### src/rtl/mod_reduce.sv
`default_nettype none
// ============================================================================
// mod_reduce : sequential {Hreg,Lreg} mod C with quotient, one restoring step
//              per clock, done strobe and zero-modulus error flag.
// Revision   : 1.0
// ============================================================================
module mod_reduce #(
   parameter int WIDTH = 8
) (
   input  logic               clk,
   input  logic               rst,
   input  logic               start,
   input  logic [WIDTH-1:0]   C,
   input  logic [WIDTH:0]     Hreg,
   input  logic [WIDTH-1:0]   Lreg,
   output logic               busy,
   output logic               done,
   output logic               err,
   output logic [WIDTH-1:0]   M,
   output logic [2*WIDTH:0]   Q
);

   localparam int c_n     = 2*WIDTH + 1;
   localparam int c_cnt_w = $clog2(c_n + 1);
   localparam logic [c_cnt_w-1:0] c_cnt_init = c_cnt_w'(c_n);
   localparam logic [c_cnt_w-1:0] c_cnt_one  = c_cnt_w'(1);

   typedef enum logic [0:0] {
      IDLE = 1'b0,
      CALC = 1'b1
   } state_t;

   state_t             r_state;
   logic [c_n-1:0]     r_d;
   logic [WIDTH-1:0]   r_r;
   logic [WIDTH-1:0]   r_cq;
   logic [c_cnt_w-1:0] r_cnt;

   logic [WIDTH:0]     w_t;
   logic               w_ge;
   logic [WIDTH-1:0]   w_diff;
   logic [WIDTH-1:0]   w_rem;
   logic [c_n-1:0]     w_d_next;

   // The remainder stays below Cq after every step, so its top bit is always
   // zero and only WIDTH bits are kept; for the same reason the WIDTH-bit
   // difference is exact whenever T >= Cq.
   always_comb begin
      w_t      = {r_r, r_d[c_n-1]};
      w_ge     = (w_t >= {1'b0, r_cq});
      w_diff   = w_t[WIDTH-1:0] - r_cq;
      w_rem    = w_ge ? w_diff : w_t[WIDTH-1:0];
      // Quotient bits fill the dividend bits vacated by the shift.
      w_d_next = {r_d[c_n-2:0], w_ge};
   end

   always_ff @(posedge clk or posedge rst) begin
      if (rst) begin
         r_state <= IDLE;
         r_d     <= '0;
         r_r     <= '0;
         r_cq    <= '0;
         r_cnt   <= '0;
         busy    <= 1'b0;
         done    <= 1'b0;
         err     <= 1'b0;
         M       <= '0;
         Q       <= '0;
      end else begin
         done <= 1'b0;
         case (r_state)
            IDLE: begin
               if (start) begin
                  if (C != '0) begin
                     r_d     <= {Hreg, Lreg};
                     r_r     <= '0;
                     r_cq    <= C;
                     r_cnt   <= c_cnt_init;
                     err     <= 1'b0;
                     busy    <= 1'b1;
                     r_state <= CALC;
                  end else begin
                     M    <= '0;
                     Q    <= '0;
                     err  <= 1'b1;
                     done <= 1'b1;
                  end
               end
            end
            CALC: begin
               r_d   <= w_d_next;
               r_r   <= w_rem;
               r_cnt <= r_cnt - c_cnt_one;
               if (r_cnt == c_cnt_one) begin
                  r_state <= IDLE;
                  busy    <= 1'b0;
                  done    <= 1'b1;
                  M       <= w_rem;
                  Q       <= w_d_next;
               end
            end
            default: r_state <= IDLE;
         endcase
      end
   end

endmodule
`default_nettype wire
### config.mk
export PLATFORM = sky130hd
export DESIGN_NAME = mod_reduce
export DESIGN_NICKNAME = d
export VERILOG_FILES = /design/src/rtl/mod_reduce.sv
export SDC_FILE = /design/constraint.sdc
export NUM_CORES = 1
export LEC_CHECK = 0
export CAP_MARGIN = 20
export CORE_MARGIN = 2
export CORE_UTILIZATION = 47
export DETAILED_ROUTE_END_ITERATION = 10
export GPL_ROUTABILITY_DRIVEN = 0
export PLACE_DENSITY_LB_ADDON = 0.05
export SYNTH_ARGS = -nofsm -noshare
export SYNTH_HDL_FRONTEND = slang
export SYNTH_SLANG_ARGS = --single-unit
### constraint.sdc
create_clock -name clk -period 1.95 [get_ports clk]
set_input_delay 0.2925 -clock clk [delete_from_list [all_inputs] [get_ports clk]]
set_output_delay 0.2925 -clock clk [all_outputs]
set_load 0.03 [all_outputs]
**Yosys cells after proc, flatten, opt, wreduce, memory -nomap -nowiden**

Cells that the tools add are included.

- ROM bits: 0
- Memories kept: 0
- Logic and storage cells: 55
- Flip-flop bits (word level): 67
- Latch bits: 0
- Output and inout port bits: 28
- Memory bits (writable): 0
- Input port bits: 28

- Reductions and logical operators: 6
- Order comparisons: 1
- Bitwise operators: 1
- Shift-type cells: 0
- Equal/unequal tests: 5
- Multiply operators: 0
- Mux-type cells: 30
- Divide/modulo/power cells: 0
- Add/sub/neg operators: 2

Operators with widths:

| cell | count |
|---|---|
| 17-bit two-way mux | 5 |
| 17-bit case mux with 2 select lines | 2 |
| 8-bit two-way mux | 6 |
| 8-bit case mux with 2 select lines | 2 |
| 5-bit two-way mux | 2 |
| 5-bit case mux with 2 select lines | 1 |
| 9-bit by 8-bit greater-or-equal comparator with 1-bit output | 1 |
| 1-bit two-way mux | 9 |
| 3-bit AND reduction | 3 |
| 8-bit nonzero test | 1 |
| 8-bit subtractor | 1 |
| 2-bit inequality test (second input constant) | 3 |
| 1-bit case mux with 2 select lines | 3 |
| 5-bit by 1-bit == test with 1-bit output (second input constant) | 1 |
| 5-bit by 1-bit subtractor with 5-bit output (second input constant) | 1 |
| 2-bit AND reduction | 2 |
| 2-bit by 1-bit inequality test with 1-bit output (second input constant) | 1 |
| 1-bit inverter | 1 |

**Longest topological paths before layout**

- Word-level depth: 4
- Gate-level depth with buffers: 9
- Depth with buffers taken out: 8

**Worst setup path after synthesis**

No wires, ideal clock.

- Path type: reg-to-reg
- Start: reg r_d[16]
- End: reg M[6]
- Setup time: 66 ps
- Clock period less this slack: 2057 ps
- Cell stages (with the launch flop): 9
- Arrival time: 1991 ps
- Buffers on the path: 0
- Required time: 1884 ps
- Slack: -107 ps
- Path through: dfrtp_1 inv_1 ha_1 fa_1 nand2b_1 a2111oi_0 a211oi_1 or3_1 nand2_1

- Word-level cells in the longest chain between the ends: 4
- Elaborated cells on any way between the ends: 5
- Those cells by class: 1 x add/sub; 1 x order compare; 3 x mux

Ends and longest elaborated chain:

| item | line | source |
|---|---|---|
| start: declaration | 34 | `logic [c_n-1:0] r_d;` |
| start signal: assignment | 75 | `r_d <= {Hreg, Lreg};` |
| start signal: assignment | 91 | `r_d <= w_d_next;` |
| 8-bit subtractor or 9-bit by 8-bit greater-or-equal comparator with 1-bit output (tied branches) | 51, 50 |  |
| 8-bit two-way mux (*) | 52 | `w_rem = w_ge ? w_diff : w_t[WIDTH-1:0];` |
| 8-bit two-way mux (*) | 94 | `if (r_cnt == c_cnt_one) begin` |
| 8-bit case mux with 2 select lines (*) | 71 | `case (r_state)` |
| end signal: assignment | 98 | `M <= w_rem;` |
| end: declaration | 19 | `output logic [WIDTH-1:0] M,` |

Mark *: on every way between the ends. The rest lies on a longest branch, timed or not. The select of a mux whose other input is x is not followed.
A chain may end at the register's enable or synchronous reset.

**Worst setup path in the final report**

- Start: reg r_r[0]
- End: reg r_r[2]

- Word-level cells in the longest chain between the ends: 3
- Elaborated cells on any way between the ends: 4
- Those cells by class: 1 x add/sub; 1 x order compare; 2 x mux

Ends and longest elaborated chain:

| item | line | source |
|---|---|---|
| start: declaration | 35 | `logic [WIDTH-1:0] r_r;` |
| start signal: assignment | 92 | `r_r <= w_rem;` |
| 8-bit subtractor or 9-bit by 8-bit greater-or-equal comparator with 1-bit output (tied branches) | 51, 50 |  |
| 8-bit two-way mux (*) | 52 |  |
| 8-bit case mux with 2 select lines (*) | 71 |  |

Mark *: on every way between the ends. The rest lies on a longest branch, timed or not.

==> impl_metrics.tcl <==
set metrics [dict create \
    postSynth.topFlopCell "dfrtp_1" \
    synth_fp_nets 361 \
    critPathKind "flop to flop" \
    period_minus_slack_ps 1920 \
    avgSynthCellArea_um2 9.82 \
    finish.cell_count_without_fillers 492 \
    crit_path_max_fo 5 \
    first_global_vias 2653 \
    placed_area_um2 4070 \
    antenna_found_initial 0 \
    unrepaired_setup_endpoints_after_global_routing "yes" \
    cell_internal_pwr_mw 5.44 \
    worst_setup_hold_path_clk_slew_ps 80 \
    initialDrtViolationCount 196 \
    placed_cells_incl_taps 473 \
    numCtsBuffers 9 \
    sequential_share_of_power_pct 27.4 \
    comb_power_share_pct 60.3 \
    power.ir.vdd_worst_uv 1050 \
    critical_path_arrival_ps 2140 \
    yosys-mux-area-fraction_pct 1.70 \
    postCtsHoldBufs 0 \
    syn-instance-count 322 \
    firstDrtPassIters 7 \
    cts.sinks 67 \
    maxSlewViolCount 0 \
    critPathRequiredTime_ps 2170 \
    outcome "completed" \
    critical_path.cell_chain "buf_4, ha_1, a21oi_1, o21ai_2, a21oi_4, buf_6, mux2i_2, o21ai_0" \
    worst_setup_ep_type "flop" \
    synthArstFlopShare_pct 100 \
    initial_utilization_pct 49.2 \
    worstPathBufferInverterCount 2 \
    power_density_nw_per_um2 2110 \
    synth_top_family_by_area "compound AO/OA/AOI/OAI gates" \
    die-area_um2 7400 \
    final_critical_path_setup_slack_ps 31.7 \
    design.portCount 56 \
    clock.fmax_mhz 521 \
    seq_area_frac_synth_pct 53.0 \
    num-nets-final 449 \
    drt-total-wl_um 7930 \
    synth_xor_area_share_pct 0.831 \
    post_synth_fa_ha_maj_area_fraction_pct 4.59 \
    synth_simple_gate_area_share_pct 16.0 \
    worstSetupStartpointType "flop" \
    slew_headroom_pct 71.7 \
    holdCritPathClass "input port to async pin" \
    grt_pass1_wl_um 13000 \
    global_route.overflow_total 0 \
    design.core.area_um2 6420 \
    placement.setup.worst_slack_ps -183 \
    critPathTopFamily "compound AO/OA/AOI/OAI gates" \
    top_signal_layer_used "met4" \
    clk-insertion-delay-late_ps 340 \
    synth-warning-count 0 \
    complex_gate_fraction_of_the_synthesized_area_pct 17.2 \
    chipWidth_um 86.0 \
    layout-area-overhead-vs-synth_pct 42.2 \
    sequential_cell_area_um2 1680 \
    number_of_nets_with_antenna_violations_after_routing 0 \
    fill_cell_instance_count_of_the_final_layout 500 \
    port-buffer-count 55 \
    number_of_enable_flip_flop_cells_after_synthesis 0 \
    met1Wirelength_um 3670 \
    net-switching-power_mw 4.05 \
    vias 2746 \
    rows 29 \
    cts_tree "done" \
    synth_seq_cells 67 \
    post_drt_wl_per_cell_um 16.1 \
    synthesis.area_um2 3160 \
    crit_path_max_incr_delay_ps 380 \
    max_cap_viols 0 \
    final_critical_path_share_of_the_clock_period_pct 98.4 \
    critical-path-slowest-cell "dfrtp_1" \
    clk_path_buf_depth 2 \
    clk_skew_ps 5.74 \
    die-height_um 86.0 \
    multi_input_area_um2 1480 \
    proportion_of_layout_cells_with_a_drive_suffix_above_1_pct 21.2 \
    largest_net_degree_at_the_start_of_global_routing 68 \
    clock_power_share_pct 12.3 \
    report.final.hold_viol_count 0 \
    netlist-cell-type-count 42 \
    reg2reg_setup_slack_ps 30 \
    clock-root-buffer "clkbuf_8" \
    final.hold.worst_slack_ps 390 \
    reported_leakage_power_nw 2.00 \
    power.switching_fraction_pct 42.7 \
    dp_hpwl_um 5170 \
    max_slew.worst_pin.slew_ps 424 \
    stdcell_area_um2 4490 \
    drcViolationCount 0 \
    cts_max_level 3 \
    gr-usage-all-layers_pct 22.6 \
    met3WireLength_um 349 \
    avgViaCountPerCell 5.58 \
    setup_violations 0 \
    antenna_cells 0 \
    dr_wl_met2_um 3840 \
]
[worst paths after layout]
| path | to | cells past startpoint | from |
|---|---|---|---|
| worst max-delay path | r_r[2] | 8 | r_r[0] |
| max in group asynchronous | M[0] | 3 | rst |
| worst min register to register | Q[15] | 2 | Q[15] |
| min in group clk | Q[15] | 2 | Q[15] |
| worst max register to register | r_r[2] | 8 | r_r[0] |
| worst min-delay path | r_d[13] | 3 | rst |
[Yosys cell counts (2+ instances only)]
library cell | instances | share of area, %
dfrtp_1 | 67 | 53
nand2_1 | 58 | 6.9
inv_1 | 32 | 3.8
o21ai_0 | 22 | 3.5
nand3_1 | 21 | 3.3
a222oi_1 | 16 | 5.1
clkbuf_1 | 12 | 1.4
ha_1 | 10 | 4.0
nor2_1 | 9 | 1.1
a21oi_1 | 7 | 1.1
a32oi_1 | 7 | 1.9
nand2b_1 | 6 | 1.2
o31ai_1 | 6 | 1.4
buf_2 | 4 | 0.63
mux2_2 | 3 | 1.1
nand3b_1 | 3 | 0.71
nor2b_1 | 3 | 0.59
o21ai_1 | 3 | 0.47
xnor2_1 | 3 | 0.83
a211oi_1 | 2 | 0.47
buf_6 | 2 | 0.71
mux2i_1 | 2 | 0.63
nor3_1 | 2 | 0.32
nor4_1 | 2 | 0.40
o211ai_1 | 2 | 0.47
o21a_1 | 2 | 0.47
[registers in the layout, indices dropped and copies added, names as in the netlist]
name,cells
r_state,1
done,1
r_d,17
Q,17
r_r,8
M,8
r_cq,8
err,1
r_cnt,5
busy,1
[stage by stage]
| step | utilization (%) | power (mW) | setup TNS (ps) |
|---|---|---|---|
| after floorplan | - | 5.58 | -30.6 |
| after global placement | 63.4 | 7.31 | -4380 |
| after detailed placement | 63.4 | 7.40 | -4670 |
| after CTS | 67.6 | 8.87 | -53.9 |
| after global routing | 70.0 | 10.2 | -448 |
| final | 70.0 | 9.48 | 0 |
[cell families after synthesis]
group	count (synthesis)
flops	67
compound gates	76
mux	5
buf+inv	50
simple gates	110
fa+ha+maj	11
xor+xnor	3
[layout make-up]
type / count / area share [%]
repair buffers: 95 / 20.3
clock inverters: 7 / 1.70
well taps: 77 / 2.14
inverters: 32 / 2.76
flip-flops and latches: 67 / 37.3
clock buffers: 9 / 2.76
multi-input cells: 205 / 33.0
[worst reg2reg max path: stages, from the launching register on]
cell     delay, ps
dfrtp_1        380
buf_4          140
ha_1           230
a21oi_1        180
o21ai_2        110
a21oi_4        300
buf_6          160
mux2i_2        210
o21ai_0         90
[cells in the final DEF (no fill, tap or decap), drive strengths merged, types with 3 or more instances in the layout]
master          n
nand2b          6
nor2b           3
inv            33
a222oi         16
nor2            9
a32oi           7
dfrtp          67
clkinvlp        3
ha             10
a21oi           8
mux2            3
o31ai           6
nand2          58
nand3b          3
nand3          21
o21ai          25
clkbuf          9
clkdlybuf4s50  55
buf            40
xnor2           3
[per-layer routing]
| layer | up-vias | global-route usage [%] |
|---|---|---|
| met5 | - | 0 |
| met4 | 0 | 7.36 |
| met3 | 6 | 4.04 |
| met2 | 64 | 35.0 |
| met1 | 1354 | 32.4 |
| li1 | 1322 | - |
[power by group through the flow]
stage	Sequential (mW)	Clock, mW	Combinational, mW
after global placement	2.58	0	4.73
after global routing	2.68	1.27	6.24
after floorplan	3.05	0	2.53
final	2.60	1.17	5.72
after CTS	2.58	1.20	5.10
after detailed placement	2.59	0	4.81
[repair_timing]
item	in CTS	in global routing
gates resized for setup	10	29
cloned	0	0
setup buffers	2	2
endpoints found under the setup margin	16	17
pin swaps	5	7
No activity file was read; power rests on OpenSTA's default activity.
